`src/rtl/seq_counter_ctrl_pkg.sv`:
```
// Shared types and reset defaults for the programmable sequence counter controller.
package seq_ctrl_pkg;

  typedef enum logic {
    IDLE,
    RUN
  } state_t;

  localparam int unsigned DEFAULT_LEN   = 5;
  localparam int unsigned DEFAULT_SEQ_N = 5;
  localparam int unsigned DEFAULT_SEQ [DEFAULT_SEQ_N] = '{0, 3, 5, 6, 2};

  // Entries past the fixed sequence default to zero.
  function automatic int unsigned default_entry(input int unsigned i);
    int unsigned v;
    v = 0;
    for (int unsigned k = 0; k < DEFAULT_SEQ_N; k++) begin
      if (k == i) v = DEFAULT_SEQ[k];
    end
    return v;
  endfunction

endpackage

```
`src/rtl/seq_counter_ctrl_if.sv`:
```
// Control/config/status bundle between the sequencer controller and its user.
interface seq_counter_ctrl_if #(
  parameter int unsigned W     = 3,
  parameter int unsigned DEPTH = 8
);
  localparam int unsigned IDX_W = $clog2(DEPTH);

  logic             cfg_we;
  logic [IDX_W-1:0] cfg_addr;
  logic [W-1:0]     cfg_data;
  logic             cfg_len_we;
  logic [IDX_W:0]   cfg_len;
  logic             mode;
  logic             start;
  logic             stop;
  logic             step_en;
  logic [W-1:0]     count;
  logic             valid;
  logic             busy;
  logic             done;
  logic             cfg_err;

  modport master (
    output cfg_we, cfg_addr, cfg_data, cfg_len_we, cfg_len,
    output mode, start, stop, step_en,
    input  count, valid, busy, done, cfg_err
  );

  modport slave (
    input  cfg_we, cfg_addr, cfg_data, cfg_len_we, cfg_len,
    input  mode, start, stop, step_en,
    output count, valid, busy, done, cfg_err
  );

endinterface

```
`src/rtl/seq_counter_ctrl_table.sv`:
```
// DEPTH x W sequence table: one synchronous write port, one combinational read port.
module seq_table
  import seq_ctrl_pkg::*;
#(
  parameter int unsigned W     = 3,
  parameter int unsigned DEPTH = 8
) (
  input  logic                       CLK,
  input  logic                       RESET,
  input  logic                       we,
  input  logic [$clog2(DEPTH)-1:0]   waddr,
  input  logic [W-1:0]               wdata,
  input  logic [$clog2(DEPTH)-1:0]   raddr,
  output logic [W-1:0]               rdata
);

  logic [W-1:0] mem [DEPTH];

  always_ff @(posedge CLK) begin
    if (RESET) begin
      for (int unsigned i = 0; i < DEPTH; i++) begin
        mem[i] <= W'(default_entry(i));
      end
    end else if (we) begin
      mem[waddr] <= wdata;
    end
  end

  assign rdata = mem[raddr];

endmodule

```
`src/rtl/seq_counter_ctrl.sv`:
```
// Steps a writable count table under step_en, one-shot or continuous; resets to 0,3,5,6,2.
module seq_counter_ctrl
  import seq_ctrl_pkg::*;
#(
  parameter int unsigned W     = 3,
  parameter int unsigned DEPTH = 8
) (
  input logic              CLK,
  input logic              RESET,
  seq_counter_ctrl_if.slave bus
);

  localparam int unsigned IDX_W = $clog2(DEPTH);

  state_t           state, state_n;
  logic [IDX_W-1:0] idx, idx_n;
  logic [IDX_W:0]   len;
  logic [W-1:0]     count;
  logic             valid, valid_n;
  logic             busy, busy_n;
  logic             done, done_n;
  logic             cfg_err, cfg_err_n;
  logic             mode_q, mode_n;
  logic             load;
  logic             cfg_window, len_ok, tbl_we, len_we;
  logic [W-1:0]     tbl_rdata;

  // The table is read at the next index so count can be registered on the same edge.
  seq_table #(.W(W), .DEPTH(DEPTH)) u_table (
    .CLK   (CLK),
    .RESET (RESET),
    .we    (tbl_we),
    .waddr (bus.cfg_addr),
    .wdata (bus.cfg_data),
    .raddr (idx_n),
    .rdata (tbl_rdata)
  );

  always_comb begin
    cfg_window = (state == IDLE) && !bus.start;
    len_ok     = (bus.cfg_len != '0) && (bus.cfg_len <= (IDX_W+1)'(DEPTH));
    tbl_we     = bus.cfg_we && cfg_window;
    len_we     = bus.cfg_len_we && cfg_window && len_ok;
    cfg_err_n  = (bus.cfg_we && !cfg_window) ||
                 (bus.cfg_len_we && !(cfg_window && len_ok));
  end

  always_comb begin
    state_n = state;
    idx_n   = idx;
    load    = 1'b0;
    valid_n = valid;
    busy_n  = busy;
    done_n  = 1'b0;
    mode_n  = mode_q;
    unique case (state)
      IDLE: begin
        valid_n = 1'b0;
        busy_n  = 1'b0;
        if (bus.start && !bus.stop) begin
          state_n = RUN;
          idx_n   = '0;
          load    = 1'b1;
          valid_n = 1'b1;
          busy_n  = 1'b1;
          mode_n  = bus.mode;
        end
      end
      RUN: begin
        if (bus.stop) begin
          state_n = IDLE;
          valid_n = 1'b0;
          busy_n  = 1'b0;
        end else if (bus.step_en) begin
          if ({1'b0, idx} < (len - 1'b1)) begin
            idx_n = idx + 1'b1;
            load  = 1'b1;
          end else if (mode_q) begin
            idx_n = '0;
            load  = 1'b1;
          end else begin
            state_n = IDLE;
            done_n  = 1'b1;
            valid_n = 1'b0;
            busy_n  = 1'b0;
          end
        end
      end
      default: state_n = IDLE;
    endcase
  end

  always_ff @(posedge CLK) begin
    if (RESET) begin
      state   <= IDLE;
      idx     <= '0;
      len     <= (IDX_W+1)'(DEFAULT_LEN);
      count   <= '0;
      valid   <= 1'b0;
      busy    <= 1'b0;
      done    <= 1'b0;
      cfg_err <= 1'b0;
      mode_q  <= 1'b0;
    end else begin
      state   <= state_n;
      idx     <= idx_n;
      valid   <= valid_n;
      busy    <= busy_n;
      done    <= done_n;
      cfg_err <= cfg_err_n;
      mode_q  <= mode_n;
      if (load) count <= tbl_rdata;
      if (len_we) len <= bus.cfg_len;
    end
  end

  assign bus.count   = count;
  assign bus.valid   = valid;
  assign bus.busy    = busy;
  assign bus.done    = done;
  assign bus.cfg_err = cfg_err;

endmodule

```
`src/flat_wrapper.sv`:
```
// flat-port wrapper written by rule: the top's interface ports become plain ports
module seq_counter_ctrl_flat import seq_ctrl_pkg::*;
#(
  parameter int unsigned W     = 3,
  parameter int unsigned DEPTH = 8
)
  (CLK, RESET, bus_cfg_we, bus_cfg_addr, bus_cfg_data, bus_cfg_len_we, bus_cfg_len, bus_mode, bus_start, bus_stop, bus_step_en, bus_count, bus_valid, bus_busy, bus_done, bus_cfg_err);
  seq_counter_ctrl_if #(.W(W), .DEPTH(DEPTH)) bus_i ();
  input logic CLK;
  input logic RESET;
  input wire logic [$bits(bus_i.cfg_we)-1:0] bus_cfg_we;
  input wire logic [$bits(bus_i.cfg_addr)-1:0] bus_cfg_addr;
  input wire logic [$bits(bus_i.cfg_data)-1:0] bus_cfg_data;
  input wire logic [$bits(bus_i.cfg_len_we)-1:0] bus_cfg_len_we;
  input wire logic [$bits(bus_i.cfg_len)-1:0] bus_cfg_len;
  input wire logic [$bits(bus_i.mode)-1:0] bus_mode;
  input wire logic [$bits(bus_i.start)-1:0] bus_start;
  input wire logic [$bits(bus_i.stop)-1:0] bus_stop;
  input wire logic [$bits(bus_i.step_en)-1:0] bus_step_en;
  output wire logic [$bits(bus_i.count)-1:0] bus_count;
  output wire logic [$bits(bus_i.valid)-1:0] bus_valid;
  output wire logic [$bits(bus_i.busy)-1:0] bus_busy;
  output wire logic [$bits(bus_i.done)-1:0] bus_done;
  output wire logic [$bits(bus_i.cfg_err)-1:0] bus_cfg_err;
  assign bus_i.cfg_we = bus_cfg_we;
  assign bus_i.cfg_addr = bus_cfg_addr;
  assign bus_i.cfg_data = bus_cfg_data;
  assign bus_i.cfg_len_we = bus_cfg_len_we;
  assign bus_i.cfg_len = bus_cfg_len;
  assign bus_i.mode = bus_mode;
  assign bus_i.start = bus_start;
  assign bus_i.stop = bus_stop;
  assign bus_i.step_en = bus_step_en;
  assign bus_count = bus_i.count;
  assign bus_valid = bus_i.valid;
  assign bus_busy = bus_i.busy;
  assign bus_done = bus_i.done;
  assign bus_cfg_err = bus_i.cfg_err;
  seq_counter_ctrl #(.W(W), .DEPTH(DEPTH)) u_core (.CLK(CLK), .RESET(RESET), .bus(bus_i));
endmodule
```
`config.mk`:
```
export PLATFORM = sky130hd
export DESIGN_NAME = seq_counter_ctrl_flat
export DESIGN_NICKNAME = d
export VERILOG_FILES = /design/src/rtl/seq_counter_ctrl_pkg.sv /design/src/rtl/seq_counter_ctrl_if.sv /design/src/rtl/seq_counter_ctrl_table.sv /design/src/rtl/seq_counter_ctrl.sv /design/src/flat_wrapper.sv
export SDC_FILE = /design/constraint.sdc
export NUM_CORES = 1
export LEC_CHECK = 0
export ABC_AREA = 1
export BUFFER_PORTS_ARGS = -buffer_cell sky130_fd_sc_hd__buf_2
export CAP_MARGIN = 10
export CORE_MARGIN = 1.5
export CORE_UTILIZATION = 30
export CTS_CLUSTER_DIAMETER = 50
export DETAILED_ROUTE_END_ITERATION = 8
export HOLD_SLACK_MARGIN = 0.08
export PLACE_DENSITY_LB_ADDON = 0.2
export SETUP_SLACK_MARGIN = 0.3
export SYNTH_ARGS = -nofsm -noshare
export SYNTH_HDL_FRONTEND = slang
export SYNTH_HIERARCHICAL = 1
export SYNTH_SLANG_ARGS = --single-unit
export TNS_END_PERCENT = 5
```
`constraint.sdc`:
```
create_clock -name CLK -period 3.9 [get_ports CLK]
set_clock_uncertainty 0.15 [all_clocks]
set_input_delay 0.78 -clock CLK [delete_from_list [all_inputs] [get_ports CLK]]
set_output_delay 0.78 -clock CLK [all_outputs]
set_load 0.01 [all_outputs]
```
# --- Word level (Yosys, flattened, before mapping) ---
# Memories as Yosys holds them, arrays and structs flattened. A register that Yosys moved wholly into a read port is not among the register bits.
# Cells that the tools add are included.
totals:
  regBits: 12
  ramBits: 24
  input_bits: 18
  n_memories: 1
classes:
  addsub: 2
  order_cmp: 2
  n_eq_ne: 3
  muxes: 34
  bitwise_logic: 2
  n_reduce_logical: 19
mem_list:
  columns: ["name", "words", "width", "rd", "rd_clocked_by_memory_dff", "write_ports", "line_no", "text"]
  rows:
  - ["u_core.u_table.mem", 8, 3, 1, 1, 8, "seq_counter_ctrl_table.sv:17", "logic [W-1:0] mem [DEPTH];"]
ops:
  columns: ["cell", "n"]
  rows:
  - ["3-bit 2-to-1 mux", 12]
  - ["1-bit 2-to-1 mux", 18]
  - ["1-bit logical AND", 9]
  - ["3-bit inequality test (second input constant)", 3]
  - ["1-bit case mux with 2 select lines", 3]
  - ["3-bit case mux with 2 select lines", 1]
  - ["5-bit OR reduction", 1]
  - ["4-bit <= comparator (second input constant)", 1]
  - ["1-bit logical NOT", 4]
  - ["3-bit by 4-bit < comparator with 1-bit output", 1]
  - ["4-bit nonzero test", 1]
  - ["4-bit by 1-bit subtractor with 4-bit output (second input constant)", 1]
  - ["3-bit by 1-bit adder with 3-bit output (second input constant)", 1]
  - ["3-bit AND reduction", 1]
  - ["3-bit OR reduction", 1]
  - ["1-bit inverter", 2]
  - ["2-bit AND reduction", 1]
  - ["1-bit logical OR", 1]

# --- Logic depth before layout (Yosys ltp) ---
# Gate-level depths: netlist of the first run.
logic_depth:
  depth_word: 8
  mapped_depth: 21
  ltp_nobuf: 20

# --- By module ---
# The synthesis of the first run kept the hierarchy.
by_module_without_submodules:
  columns: ["mod", "instances", "cells_each", "area_each_um2", "seq_area_each_um2"]
  rows:
  - ["seq_table", 1, 164, 1318.8, 720.7]
  - ["seq_counter_ctrl", 1, 125, 889.6, 300.3]

# --- Worst setup path after synthesis of the first run ---
# No wires, ideal clock.
synth_timing:
  path_kind: "register to register"
  start: "reg u_core.len[0]"
  end: "reg u_core.count[1] (netlist: u_core/bus.count[1]), read port of u_core.u_table.mem"
  setup_time_ps: 115
  t_arrival_ps: 2108
  t_required_ps: 3635
  slack_ps: 1527
  stages_incl_launch_ff: 21
  period_less_slack_ps: 2373
  cell_sequence: "dfxtp_1 -> inv_2 -> ha_1 -> ha_1 -> o21ai_1 -> nand2_1 -> nand2_1 -> nand2_2 -> nand2_2 -> nand2_1 -> nand2_1 -> nand3_1 -> nand2_1 -> buf_4 -> nand2_1 -> nand3_1 -> nand2_1 -> nand2_1 -> nand2_1 -> a21oi_1 -> nor2_1"
synth_via:
  elab_chain_len: 6
  elab_cells_between_ends: 10
  cone_classes: "1 x add/sub; 1 x order compare; 8 x mux"
synth_rtl:
  columns: ["element", "line_no", "text"]
  rows:
  - ["start: declaration", "seq_counter_ctrl.sv:17", "logic [IDX_W:0] len;"]
  - ["start signal: assignment", "seq_counter_ctrl.sv:97", "len <= (IDX_W+1)'(DEFAULT_LEN);"]
  - ["start signal: assignment", "seq_counter_ctrl.sv:113", "if (len_we) len <= bus.cfg_len;"]
  - ["4-bit by 1-bit subtractor with 4-bit output", "seq_counter_ctrl.sv:75", "if ({1'b0, idx} < (len - 1'b1)) begin"]
  - ["3-bit by 4-bit < comparator with 1-bit output", "seq_counter_ctrl.sv:75", null]
  - ["3-bit 2-to-1 mux", "seq_counter_ctrl.sv:75", null]
  - ["3-bit 2-to-1 mux", "seq_counter_ctrl.sv:74", "end else if (bus.step_en) begin"]
  - ["3-bit 2-to-1 mux", "seq_counter_ctrl.sv:70", "if (bus.stop) begin"]
  - ["3-bit case mux with 2 select lines", "seq_counter_ctrl.sv:56", "unique case (state)"]
  - ["via u_core.idx_n[0]", "seq_counter_ctrl.sv:16", "logic [IDX_W-1:0] idx, idx_n;"]
  - ["end: declaration", "seq_counter_ctrl.sv:18", "logic [W-1:0] count;"]
# The timed path passes the listed nets, and every way through them passes these cells.
# A chain may end at the register's enable or synchronous reset.

# --- Final worst setup path of the first run ---
# Ends and elaborated chain as after synthesis.

==> impl_metrics.env, run 1 <==
export IMPL_cp_cell_sequence="inv_2, ha_1, ha_1, o21ai_1, nand2_1, nand2_1, nand2_2, nand3_4, nand3_1, nand3_1, nand2_1, inv_2, nand2_1, nand3_1, nand2_1, nand2_1, nand2_1, a21oi_1, nor2_1"
export IMPL_avgSynthCellArea_um2=7.64
export IMPL_start_util=0.308
export IMPL_ctsResizeCount=0
export IMPL_leakagePower_nw=1.29
export IMPL_worstPathMaxFanout=13
export IMPL_cp_common_cell="nand2_1"
export IMPL_postRouteAntennaNets=0
export IMPL_clock_sinks=39
export IMPL_first_pass_iters=4
export IMPL_ir_worst_vdd_mv=0.150
export IMPL_drc=0
export IMPL_netlist_area_um2=2210
export IMPL_place_congestion=0.829
export IMPL_wl_mm=4.54
export IMPL_p_per_area_nw_per_um2=392
export IMPL_antenna_cells=0
export IMPL_htree_num_levels=2
export IMPL_clkTransAtPathRegs_ns=0.08
export IMPL_std_cell_rows=31
export IMPL_cts_buffers=5
export IMPL_cp_required_ns=3.94
export IMPL_synth_area_leaders="edfxtp_1 33%, nand2_1 14%, dfxtp_1 14%"
export IMPL_fmax_ghz=0.361
export IMPL_maxCapViolations=0
export IMPL_avgRoutedWirePerCell_um=10.9
export IMPL_drive_gt1_frac=0.196
export IMPL_async_reset_ff_frac=0
export IMPL_clkLatencyLatePin_ns=0.29
export IMPL_hold_violations=0
export IMPL_postCtsSetupRepairBufs=0
export IMPL_grt_use_total=0.128
export IMPL_synth_distinct_cells=30
export IMPL_dp_slack_ns=1.12
export IMPL_report_final_slew_viol_count=0
export IMPL_synth_edf_count=24
export IMPL_root_buffer="clkbuf_8"
export IMPL_syn_nets=311
export IMPL_grt_pass1_vias=1727
export IMPL_io_buffer_count=24
export IMPL_viasPerCell=4.24
export IMPL_tns_ns=0
export IMPL_drt_initial_drc_count=69
export IMPL_whs_ns=0.341
export IMPL_grt_overflow_total=0
export IMPL_grt_first_pass_wirelength_mm=7.71
export IMPL_dp_hpwl_mm=3.55
export IMPL_status="complete, no violations"
export IMPL_finalSetupViolCount=0
export IMPL_tightest_slew_ns=0.576
export IMPL_cts_tree="done"
export IMPL_total_power_mw=1.00
export IMPL_fp_dieW_um=88.8
export IMPL_min_path_type="flip-flop to flip-flop"
export IMPL_instances_no_fill=416
export IMPL_cp_start_kind="flip-flop"
export IMPL_synth_ff_type="edfxtp_1"
export IMPL_yosys_warnings=6
export IMPL_nets=338
export IMPL_min_period_ns=2.77
export IMPL_max_stage_delay_ns=0.35
export IMPL_grt_max_degree=14
export IMPL_rsz0062_at_grt="false"
export IMPL_syn2layout_area_growth_pct=15.5
export IMPL_period_share=0.709
export IMPL_die_h_um=88.8
export IMPL_design_core_area_um2=7180
export IMPL_vias=1763
export IMPL_arrival_ns=2.80
export IMPL_dp_cells=408
export IMPL_antenna_found_initial=0
export IMPL_slew_headroom=0.613
export IMPL_endpoint_kind="flip-flop"
export IMPL_io_pins=25
export IMPL_criticalPathCategory="flip-flop to flip-flop"
export IMPL_syn_inst=289
export IMPL_ctsHoldBuffers=0
export IMPL_die_area_um2=7880
export IMPL_synth_top_area_cell="edfxtp_1"
export IMPL_yosysSeqAreaShare=0.462
export IMPL_worst_slack_ns=1.13
export IMPL_cp_slowest_cell="dfxtp_1"
export IMPL_cts_max_path_buffers=2
export IMPL_yosysTopAreaCellShare=0.326
export IMPL_ys_ff_latch=39
==> critical path: cells and delay by family (launching register included) <==
kind            cells  cell delay, ns
simple gates       13            1.14
fa+ha+maj           2            0.54
flops               1            0.35
compound gates      2            0.19
buf+inv             2            0.31
==> synth_stat cells (2+ instances only) <==
cell,number
inv_1,54
edfxtp_1,24
nand3_1,19
nand2_4,2
nand2_2,10
nand2_1,81
o211ai_1,3
nor2_1,29
nor2_4,2
nand4_1,2
nand3_4,2
inv_2,10
ha_1,4
buf_4,2
buf_6,2
a21oi_1,11
nand3b_1,3
o21ai_0,3
dfxtp_1,15
==> logic make-up (layout without fill, tap and decap cells) <==
group	after synthesis	after routing	share of synthesized area
compound gates	18	18	0.0442
xor+xnor	2	2	0.00793
fa+ha+maj	4	4	0.0227
buf+inv	69	97	0.129
flops	39	39	0.462
simple gates	157	157	0.334
==> flip-flops by register name, indices dropped and copies added (netlist names) <==
register,count
u_core/bus.cfg_err,1
u_core/bus.done,1
u_core/bus.count,3
u_core/len,4
u_core/u_table/mem,24
u_core/mode_q,1
u_core/state,1
u_core/idx,3
u_core/bus.busy,1
==> routing by layer <==
metal | routed length, um | global-route usage | up-vias
li1 | - | - | 936
met2 | 2090 | 0.220 | 28
met1 | 2230 | 0.160 | 795
met4 | 45 | 0.0384 | 0
met5 | 0 | 0 | -
met3 | 168 | 0.0289 | 4
==> cell usage in the layout (no fill, tap or decap), drive strengths merged <==
master / Yosys / routed
nand2: 93 / 93
inv: 65 / 65
nor2: 32 / 32
buf: 4 / 24
edfxtp: 24 / 24
nand3: 22 / 22
dfxtp: 15 / 15
a21oi: 11 / 11
clkbuf: 0 / 5
ha: 4 / 4
o21ai: 4 / 4
nand3b: 3 / 3
o211ai: 3 / 3
nand4: 3 / 3
bufinv: 0 / 2
or2: 2 / 2
clkinvlp: 0 / 1
xnor2: 1 / 1
nor3: 1 / 1
xor2: 1 / 1
nor4: 1 / 1
==> metrics by stage <==
stage / utilization / cell area, um2
after floorplan: - / 2210
after global placement: 0.337 / 2410
after detailed placement: 0.337 / 2410
after CTS: 0.356 / 2550
after global routing: 0.356 / 2550
final: 0.356 / 2550
==> area by class of cell <==
type | instances | area, um2
fillers | 799 | 4620
flip-flops and latches | 39 | 1020
multi-input cells | 181 | 903
inverters | 65 | 246
well taps | 99 | 124
repair buffers | 24 | 120
clock buffers | 5 | 68.8
clock inverters | 3 | 67.6
==> report_power, final <==
part / internal (mW) / switching (mW)
Combinational: 0.0448 / 0.0865
Sequential: 0.454 / 0.00973
Clock: 0.255 / 0.149
Total: 0.754 / 0.245
==> final timing paths <==
path                    from                  end  slack (ns)  cells after the start
max            u_core/len[0]  u_core/bus.count[1]        1.13                     19
max reg2reg    u_core/len[0]  u_core/bus.count[1]        1.13                     19
min reg2reg  u_core/bus.busy      u_core/bus.busy        0.34                      2
min          u_core/bus.busy      u_core/bus.busy        0.34                      2
No activity file was read; power rests on OpenSTA's default activity.
==> run 2, diff against run 1 <==
==> constraint.sdc (replaced) <==
create_clock -name CLK -period 2.45 [get_ports CLK]
set_clock_uncertainty 0.15 [all_clocks]
set_input_delay 0.49 -clock CLK [delete_from_list [all_inputs] [get_ports CLK]]
set_output_delay 0.49 -clock CLK [all_outputs]
set_load 0.01 [all_outputs]
==> run 2 against run 1 <==
Net effect: global-route usage is 0.87 points higher; hold slack worse by 0.069 ns; final cell count is 3.1% higher; worst setup slack worse by 1.1 ns; maximum frequency is 15% higher; total power is 43% higher; utilization is 2.4 points higher; via count is 5.1% higher; critical path depth stayed put; non-clock buffer count is 11 higher; first-iteration DRC count is 35% lower; clock-buffer cell count stayed put; critical endpoint is now u_core/bus.count[0]; largest cell class unchanged; largest power group unchanged; highest routed layer unchanged.
==> impl_metrics.env, run 2 (synthesis results as in run 1) <==
export IMPL_status="complete, no violations"
export IMPL_fmax_ghz=0.417
export IMPL_final_common_cell="nand2_1"
export IMPL_endpoint_kind="flip-flop"
export IMPL_grt_overflow_total=0
export IMPL_whs_path_depth=3
export IMPL_switching_share=0.283
export IMPL_largestRegisters="u_core/u_table/mem: 24 flops, u_core/len: 4 flops"
export IMPL_cts_tree="done"
export IMPL_wl_mm=4.72
export IMPL_grt_pass1_vias=1784
export IMPL_maxCapViolations=0
export IMPL_fp_dieW_um=88.8
export IMPL_arrival_ns=2.45
export IMPL_cp_cell_sequence="inv_2, ha_4, ha_4, o21ai_2, nand2_1, nand2_1, nand2_2, nand3_4, nand3_4, nand3_4, nand2_8, buf_12, nand2_1, nand3_1, nand2_1, nand2_1, nand2_1, a21oi_2, nor2_1"
export IMPL_worst_path_buf_inv=2
export IMPL_worstPathMaxFanout=5
export IMPL_min_period_ns=2.40
export IMPL_avgRoutedWirePerCell_um=11.0
export IMPL_seq_power_share=0.518
export IMPL_io_pins=25
export IMPL_viasPerCell=4.32
export IMPL_syn2layout_area_growth_pct=23.3
export IMPL_grt_use_total=0.137
export IMPL_cp_start_kind="flip-flop"
export IMPL_ir_worst_vdd_mv=0.199
export IMPL_ctsHoldBuffers=0
export IMPL_io_buffer_count=24
export IMPL_postRouteAntennaNets=0
export IMPL_antenna_found_initial=0
export IMPL_final_cell_mix="76 x nand2_1, 52 x inv_1, 29 x nor2_1"
export IMPL_total_power_mw=1.43
export IMPL_drc=0
export IMPL_max_stage_delay_ns=0.34
export IMPL_largest_reg_flops=24
export IMPL_drive_gt1_frac=0.279
export IMPL_clkLatencyLatePin_ns=0.30
export IMPL_power_switching_mw=0.404
export IMPL_cp_slowest_cell="dfxtp_2"
export IMPL_reg2regPathDepth=19
export IMPL_vias=1853
export IMPL_grt_max_degree=14
export IMPL_start_util=0.308
export IMPL_dp_hpwl_mm=3.46
export IMPL_period_share=0.980
export IMPL_report_final_slew_viol_count=0
export IMPL_top_register="u_core/u_table/mem"
export IMPL_place_congestion=0.866
export IMPL_dp_slack_ns=-0.0370
export IMPL_grt_first_pass_wirelength_mm=7.82
export IMPL_finalSetupViolCount=0
export IMPL_cts_max_path_buffers=2
export IMPL_clkTransAtPathRegs_ns=0.08
export IMPL_drt_initial_drc_count=45
export IMPL_intPower_mw=1.02
export IMPL_worst_slack_ns=0.0497
export IMPL_first_pass_iters=4
export IMPL_tightest_slew_ns=0.553
export IMPL_path_depth=19
export IMPL_rsz0062_at_grt="true"
export IMPL_slew_headroom=0.628
export IMPL_criticalPathCategory="flip-flop to flip-flop"
export IMPL_antenna_cells=0
export IMPL_clock_sinks=39
export IMPL_root_buffer="clkbuf_8"
export IMPL_design_core_area_um2=7180
export IMPL_std_cell_rows=31
export IMPL_die_h_um=88.8
export IMPL_htree_num_levels=2
export IMPL_crit_family="simple AND/OR/NAND/NOR gates"
export IMPL_min_path_type="input port to flip-flop"
export IMPL_die_area_um2=7880
export IMPL_cp_required_ns=2.50
export IMPL_pwr_share_comb=0.180
export IMPL_hold_violations=0
export IMPL_power_frac_clock=0.302
export IMPL_cts_buffers=5
export IMPL_p_per_area_nw_per_um2=524
export IMPL_nets=351
export IMPL_cp_common_cell="nand2_1"
export IMPL_leakagePower_nw=1.35
## run 2: cell count changes in the layout (fill, tap and decap cells not counted), sizes merged
cell / change
nand2: +1
clkinvlp: +1
buf: +11
clkinv: +2
bufinv: -2
## run 2: power groups by stage
stage | registers [mW] | logic (mW) | clock network (mW)
floorplan | 0.752 | 0.161 | 0
global placement | 0.754 | 0.225 | 0
detailed placement | 0.754 | 0.227 | 0
CTS | 0.739 | 0.241 | 0.449
global route | 0.742 | 0.290 | 0.473
finish | 0.739 | 0.257 | 0.431
## run 2: worst register-to-register path, cell delays in order, from the launching register on
cell and delay, ns:
dfxtp_2 0.34, inv_2 0.05, ha_4 0.24, ha_4 0.26, o21ai_2 0.04, nand2_1 0.06, nand2_1 0.06, nand2_2 0.11
nand3_4 0.10, nand3_4 0.09, nand3_4 0.13, nand2_8 0.12, buf_12 0.11, nand2_1 0.05, nand3_1 0.08, nand2_1 0.07
nand2_1 0.06, nand2_1 0.06, a21oi_2 0.10, nor2_1 0.04
## run 2: layout make-up
class                           count  area [um2]
Multi-Input combinational cell    182        1010
Fill cell                         763        4450
Clock buffer                        5        68.8
Timing Repair Buffer               35         215
Sequential cell                    39        1020
Timing Repair inverter              1        7.51
Clock inverter                      3        20.0
Inverter                           65         249
Tap cell                           99         124
## run 2: worst paths after layout
check                      start             endpoint  slack (ns)
setup reg to reg   u_core/len[0]  u_core/bus.count[0]        0.05
hold reg to reg    u_core/len[3]        u_core/len[3]        0.34
setup / recovery   u_core/len[0]  u_core/bus.count[0]        0.05
hold / removal    bus_cfg_len[0]        u_core/len[0]        0.27
## run 2: timing repair
action	4_1_cts	5_1_grt
setup endpoints to repair	3	3
buffers inserted	4	3
resized for setup	7	9
pin swaps	13	12
gates cloned	2	0
## run 2: metrics by stage
step	setup TNS, ns	std cells	cell area, um2	util	hold WS [ns]
finish	0	429	2720	0.379	0.272
global route	-0.372	429	2720	0.379	0.276
CTS	0	426	2650	0.369	0.263
detailed placement	-0.0819	412	2480	0.346	0.334
global placement	0	412	2480	0.346	0.334
floorplan	0	289	2250	-	0.312
## run 2: routing by layer
layer | part of all wire | GRT usage | vias to the layer above
met5 | 0 | 0 | -
met4 | 0.032 | 0.104 | 0
li1 | - | - | 965
met2 | 0.48 | 0.229 | 34
met1 | 0.44 | 0.150 | 843
met3 | 0.040 | 0.0336 | 11
